===== config.mk =====
export PLATFORM = sky130hd
export DESIGN_NAME = msf_frame_decoder
export DESIGN_NICKNAME = d
export VERILOG_FILES = /design/src/rtl/msf_frame_decoder.sv
export SDC_FILE = /design/constraint.sdc
export NUM_CORES = 1
export LEC_CHECK = 0
export CAP_MARGIN = 10
export CORE_MARGIN = 3
export CORE_UTILIZATION = 45
export DETAILED_ROUTE_END_ITERATION = 12
export GPL_TIMING_DRIVEN = 0
export PLACE_DENSITY = 0.67
export SLEW_MARGIN = 20
export SYNTH_ARGS = -nofsm -noshare
export SYNTH_HDL_FRONTEND = slang
export SYNTH_SLANG_ARGS = --single-unit
export TNS_END_PERCENT = 10

===== constraint.sdc =====
create_clock -name clk_i -period 3 [get_ports clk_i]
set_clock_uncertainty 0.05 [all_clocks]
set_input_delay 0.75 -clock clk_i [delete_from_list [all_inputs] [get_ports clk_i]]
set_output_delay 0.75 -clock clk_i [all_outputs]
set_load 0.02 [all_outputs]

===== src/rtl/msf_frame_decoder.sv =====
// MSF minute-frame decoder: captures the per-second (A,B) bits of one minute,
// validates the frame at the next minute marker and emits a BCD time load.
module msf_frame_decoder #(
   parameter int unsigned MISS_LIMIT = 3
) (
   input  logic       clk_i,
   input  logic       rst_i,
   input  logic       minute_marker_i,
   input  logic       bit_valid_i,
   input  logic       bit_a_i,
   input  logic       bit_b_i,
   output logic       load_o,
   output logic [1:0] load_hour_msd_o,
   output logic [3:0] load_hour_lsd_o,
   output logic [2:0] load_min_msd_o,
   output logic [3:0] load_min_lsd_o,
   output logic [2:0] load_sec_msd_o,
   output logic [3:0] load_sec_lsd_o,
   output logic       frame_err_o,
   output logic       synced_o
);

   logic [5:0] idx;
   logic       armed;
   logic [1:0] hr_t;
   logic [3:0] hr_u;
   logic [2:0] mn_t;
   logic [3:0] mn_u;
   logic [7:0] ident;
   logic       par;
   logic [3:0] miss;

   logic [6:0] sec;
   logic [3:0] miss_next;
   logic       good;

   // Seconds are always loaded as 00.
   assign load_sec_msd_o = '0;
   assign load_sec_lsd_o = '0;

   // Second number of the incoming strobe; 7 bits so idx==63 cannot wrap.
   assign sec = {1'b0, idx} + 7'd1;

   // Frame acceptance test and saturating miss counter increment.
   always_comb begin
      good = (idx == 6'd59) && (ident == 8'b0111_1110) && par &&
             (hr_t <= 2'd2) && (hr_u <= 4'd9) &&
             ((hr_t < 2'd2) || (hr_u <= 4'd3)) &&
             (mn_t <= 3'd5) && (mn_u <= 4'd9);
      miss_next = (miss == 4'd15) ? miss : miss + 4'd1;
   end

   // Bit capture, marker-time frame evaluation and registered outputs.
   always_ff @(posedge clk_i) begin
      if (rst_i) begin
         idx             <= '0;
         armed           <= 1'b0;
         hr_t            <= '0;
         hr_u            <= '0;
         mn_t            <= '0;
         mn_u            <= '0;
         ident           <= '0;
         par             <= 1'b0;
         miss            <= '0;
         load_o          <= 1'b0;
         frame_err_o     <= 1'b0;
         synced_o        <= 1'b0;
         load_hour_msd_o <= '0;
         load_hour_lsd_o <= '0;
         load_min_msd_o  <= '0;
         load_min_lsd_o  <= '0;
      end else begin
         load_o      <= 1'b0;
         frame_err_o <= 1'b0;
         if (minute_marker_i) begin
            if (!armed) begin
               armed <= 1'b1;
               hr_t  <= '0;
               hr_u  <= '0;
               mn_t  <= '0;
               mn_u  <= '0;
            end else if (good) begin
               load_o          <= 1'b1;
               load_hour_msd_o <= hr_t;
               load_hour_lsd_o <= hr_u;
               load_min_msd_o  <= mn_t;
               load_min_lsd_o  <= mn_u;
               miss            <= '0;
               synced_o        <= 1'b1;
            end else begin
               frame_err_o <= 1'b1;
               miss        <= miss_next;
               if (32'(miss_next) >= MISS_LIMIT)
                  synced_o <= 1'b0;
            end
            idx   <= '0;
            par   <= 1'b0;
            ident <= '0;
         end else if (bit_valid_i && (idx != 6'd63)) begin
            idx <= idx + 6'd1;
            if (sec >= 7'd39 && sec <= 7'd40) hr_t <= {hr_t[0], bit_a_i};
            if (sec >= 7'd41 && sec <= 7'd44) hr_u <= {hr_u[2:0], bit_a_i};
            if (sec >= 7'd45 && sec <= 7'd47) mn_t <= {mn_t[1:0], bit_a_i};
            if (sec >= 7'd48 && sec <= 7'd51) mn_u <= {mn_u[2:0], bit_a_i};
            if (sec >= 7'd52 && sec <= 7'd59) ident <= {ident[6:0], bit_a_i};
            // A39..51 and B57 never fall on the same strobe, so one update suffices.
            if (sec >= 7'd39 && sec <= 7'd51) par <= par ^ bit_a_i;
            else if (sec == 7'd57)            par <= par ^ bit_b_i;
         end
      end
   end

endmodule


==> implementation parameters <==
Parameter                              Value

Critical path
  Worst Setup Path Type    register to register
  Req. time, crit path    roughly 3200 ps
  Critical path fanouts, max    10
  Setup crit start kind    register
  Crit. End Element    register
  Data arrival at the endpoint of the critical path    between 2000 and 3000 ps
  Reg-to-reg slack, setup    between 300 and 400 ps

STA
  RSZ-0062 raised after global routing    false
  Maximum clock frequency    between 0.3 and 0.4 GHz
  Minimum period implied by the final worst setup slack    2645 ps
  Transition time at the pin with the least slew margin    664.3 ps
  Portion of the clock cycle consumed by the worst path in the final layout    88.15%
  Normalized max-slew margin    55.55%
  Number of max-slew violations in the final report    0
  Hold slack    415.1 ps
  Setup TNS Final    0 ps
  Number of setup violations in the final report    0
  Final hold vios    0

Clocking
  Number of buffers inserted by hold repair at cts    0
  Worst-Skew Late Latency    300 ps
  TritonCTS clock tree    built
  Number of instances resized during post-cts repair    0
  Buffers inserted during post-CTS setup optimization    0
  Clock buffer depth    2
  CTS H-tree lvls    2
  Clock transition at the register clock pins on the worst setup and hold paths after CTS    90 ps
  TritonCTS buffer count    5
  Sinks on Clock Net    49
  Root buf cell    sky130_fd_sc_hd__clkbuf_8

Min path
  Type of the most critical hold path    register to register

Global route
  Vias in the first global route    between 1500 and 2000
  Number of antenna violations at the first check in global routing    0
  Global route total overflow    0
  Global-route wire length before repair    8776 microns
  GRT Overall Usage    17.40%
  Maximum number of pins on one net before global-route repair    16

Routing
  Detailed Route Iter0 Violations    145
  Number of detailed-route iterations in the first pass    4
  Mean routed wirelength per cell    13.61 microns
  Antenna-violating nets left    0
  Number of vias per cell after detailed routing    5.130
  Wirelength, routed    approximately 5000 microns
  Remaining design rule violation count    0
  Detailed-route via count    slightly below 2000

Placement
  Port buffer count    19
  Detailed Place HPWL    ~3800 microns
  GPL Wtd Cong    0.8125

Synthesis
  Number of enable flip-flop cells after synthesis    0
  Number of storage elements in the synthesis netlist    49
  Dominant combinational cell family by area after synthesis    simple AND/OR/NAND/NOR gates
  Yosys cell types    49
  Most instantiated flip-flop cell in the synthesis netlist    sky130_fd_sc_hd__dfxtp_1
  Post-synthesis mux area share    ~15%
  XOR/XNOR Fraction of Synth Area    under 10%
  Adder-cell area share of the yosys netlist    2.546%
  Number of instances in the synthesized netlist    about 270
  Number of warning messages in the yosys log    0
  Compound-gate portion of the synthesized area    between 10 and 15%
  Average footprint of a synthesized cell    8.968 sq um
  Proportion of register bits with asynchronous set or reset after synthesis    0%
  Cell area after synthesis    2457 sq um
  Sequential element share of the synthesized area    39.92%
  Simple logic cell fraction of the synthesized area    23.07%

Finish
  Number of nets at the end of the flow    about 320
  Antenna Diode Count    0
  FF+latch area    980.9 sq um
  Layout cell share with drive strength beyond 1    9.121%
  Fill cell total of the finished layout    484
  Area of the multi-input gates    approximately 1400 sq um
  Layout area overhead    16.75%

Flow run
  Max-cap violations    0

Power and ir drop
  Peak supply drop    0.0002581 V
  Leakage component of the power    1.028 nW
  Total power density per cell area    420.5 nW/um^2

Floorplan
  Core area    5205 sq um
  Chip Height    79.90 microns
  Effective utilization at floorplan    47.21%
  Standard-cell row count    26
  I/O pin count    29
  Die footprint    6383 sq um
  Horizontal die dimension    79.90 microns

Outcome
  Result of the run    complete, no violations
metal layers:
metal | track usage [%] | vias up | part of all wire (%)
met5 | 0 | - | 0
met4 | 5.236 | 0 | 0.86
li1 | - | 1015 | -
met2 | 27.15 | 28 | 45
met1 | 23.49 | 886 | 51
met3 | 4.515 | 5 | 3.4
cell families (layout without fill, tap and decap cells):
kind of cell | after synthesis | in the layout
AOI/OAI and AO/OA | 39 | 39
xor gates and xnor gates | 7 | 7
adders and majority gates | 5 | 5
buffers and inverters | 26 | 53
DFF | 49 | 49
muxes | 37 | 37
other | 1 | 7
and+or+nand+nor | 110 | 110
power breakdown:
group	internal [W]	switching, W
Clock	0.000251	0.000224
Combinational	0.0000267	0.0000471
Sequential	0.000654	0.00000423
Total	0.000931	0.000275
layout make-up:
class                   count  share of cell area (%)
multi-input cells         205                   47.49
flip-flops and latches     49                   34.19
well taps                  70                   3.053
plain buffers              21                   4.099
clock buffers               6                   2.529
clock inverters             2                   1.352
repair buffers             19                   6.629
inverters                   5                  0.6542
worst max-delay path, stage by stage, from the launching register on:
cell and delay, ps:
sky130_fd_sc_hd__dfxtp_1 470, sky130_fd_sc_hd__ha_1 390, sky130_fd_sc_hd__ha_1 330, sky130_fd_sc_hd__buf_2 200, sky130_fd_sc_hd__nor3b_1 220, sky130_fd_sc_hd__o32a_1 190, sky130_fd_sc_hd__o21ai_0 140, sky130_fd_sc_hd__a21oi_4 350
sky130_fd_sc_hd__mux2i_1 220
flip-flops by register name, summed over array words and instances (netlist names), 2 cells and up:
register	cells
miss	4
load_min_lsd_o	4
hr_u	4
ident	8
hr_t	2
mn_u	4
load_hour_msd_o	2
idx	6
load_hour_lsd_o	4
mn_t	3
load_min_msd_o	3
placed cells by master (no fill, tap or decap), drive strengths merged, types with 2 or more instances in the layout:
| cell | Yosys | routed |
|---|---|---|
| nor3b | 2 | 2 |
| nor2 | 31 | 31 |
| o21a | 4 | 4 |
| o32a | 2 | 2 |
| mux2i | 37 | 37 |
| nand4b | 2 | 2 |
| inv | 5 | 5 |
| nor4bb | 2 | 2 |
| o31ai | 2 | 2 |
| nand3 | 4 | 4 |
| ha | 5 | 5 |
| a21oi | 12 | 12 |
| conb | 1 | 7 |
| and3 | 2 | 2 |
| buf | 14 | 14 |
| xnor2 | 6 | 6 |
| nor2b | 4 | 4 |
| nand2 | 40 | 40 |
| o21ai | 11 | 11 |
| or3 | 2 | 2 |
| nor3 | 2 | 2 |
| dfxtp | 49 | 49 |
| clkbuf | 7 | 13 |
| nand4 | 7 | 7 |
| and4b | 4 | 4 |
| nand3b | 2 | 2 |
| clkdlybuf4s50 | 0 | 19 |
through the flow:
step / total power (W) / area [sq um] / cells / utilization (%) / setup WS, ps
3_3_place_gp: 0.0007466 / 2758 / 369 / 52.98 / 254.4
6_report: 0.001207 / 2869 / 377 / 55.12 / 355.4
5_1_grt: 0.001256 / 2869 / 377 / 55.12 / 179.4
2_1_floorplan: 0.0007287 / 2480 / 280 / - / 648.3
4_1_cts: 0.001221 / 2869 / 377 / 55.12 / 378.3
3_5_place_dp: 0.0007466 / 2758 / 369 / 52.98 / 271.7
Yosys cell counts (2+ instances only):
library cell | count | area [sq um]
sky130_fd_sc_hd__xnor2_1 | 6 | 52.55
sky130_fd_sc_hd__a21oi_1 | 11 | 55.05
sky130_fd_sc_hd__mux2i_1 | 37 | 370.4
sky130_fd_sc_hd__clkbuf_1 | 7 | 26.28
sky130_fd_sc_hd__and4b_1 | 4 | 40.04
sky130_fd_sc_hd__nand3b_1 | 2 | 15.01
sky130_fd_sc_hd__o21a_1 | 4 | 30.03
sky130_fd_sc_hd__o31ai_1 | 2 | 15.01
sky130_fd_sc_hd__buf_4 | 9 | 67.56
sky130_fd_sc_hd__nand4_1 | 6 | 37.54
sky130_fd_sc_hd__nand4b_1 | 2 | 17.52
sky130_fd_sc_hd__o32a_1 | 2 | 20.02
sky130_fd_sc_hd__o21ai_0 | 9 | 45.04
sky130_fd_sc_hd__o21ai_1 | 2 | 10.01
sky130_fd_sc_hd__nand2_1 | 40 | 150.1
sky130_fd_sc_hd__dfxtp_1 | 49 | 980.9
sky130_fd_sc_hd__buf_2 | 4 | 20.02
sky130_fd_sc_hd__ha_1 | 5 | 62.56
sky130_fd_sc_hd__nor3_1 | 2 | 10.01
sky130_fd_sc_hd__nor2b_1 | 4 | 25.02
sky130_fd_sc_hd__nor4bb_1 | 2 | 20.02
sky130_fd_sc_hd__nand3_1 | 3 | 15.01
sky130_fd_sc_hd__nor3b_1 | 2 | 15.01
sky130_fd_sc_hd__nor2_1 | 30 | 112.6
sky130_fd_sc_hd__inv_1 | 5 | 18.77
sky130_fd_sc_hd__and3_1 | 2 | 12.51
final timing paths:
path | depth (start not counted) | end | from
max | 8 | ident[5] | idx[1]
min | 2 | ident[7] | ident[7]
max reg2reg | 8 | ident[5] | idx[1]
min reg2reg | 2 | ident[7] | ident[7]
Power figures use the tool's default switching activity.
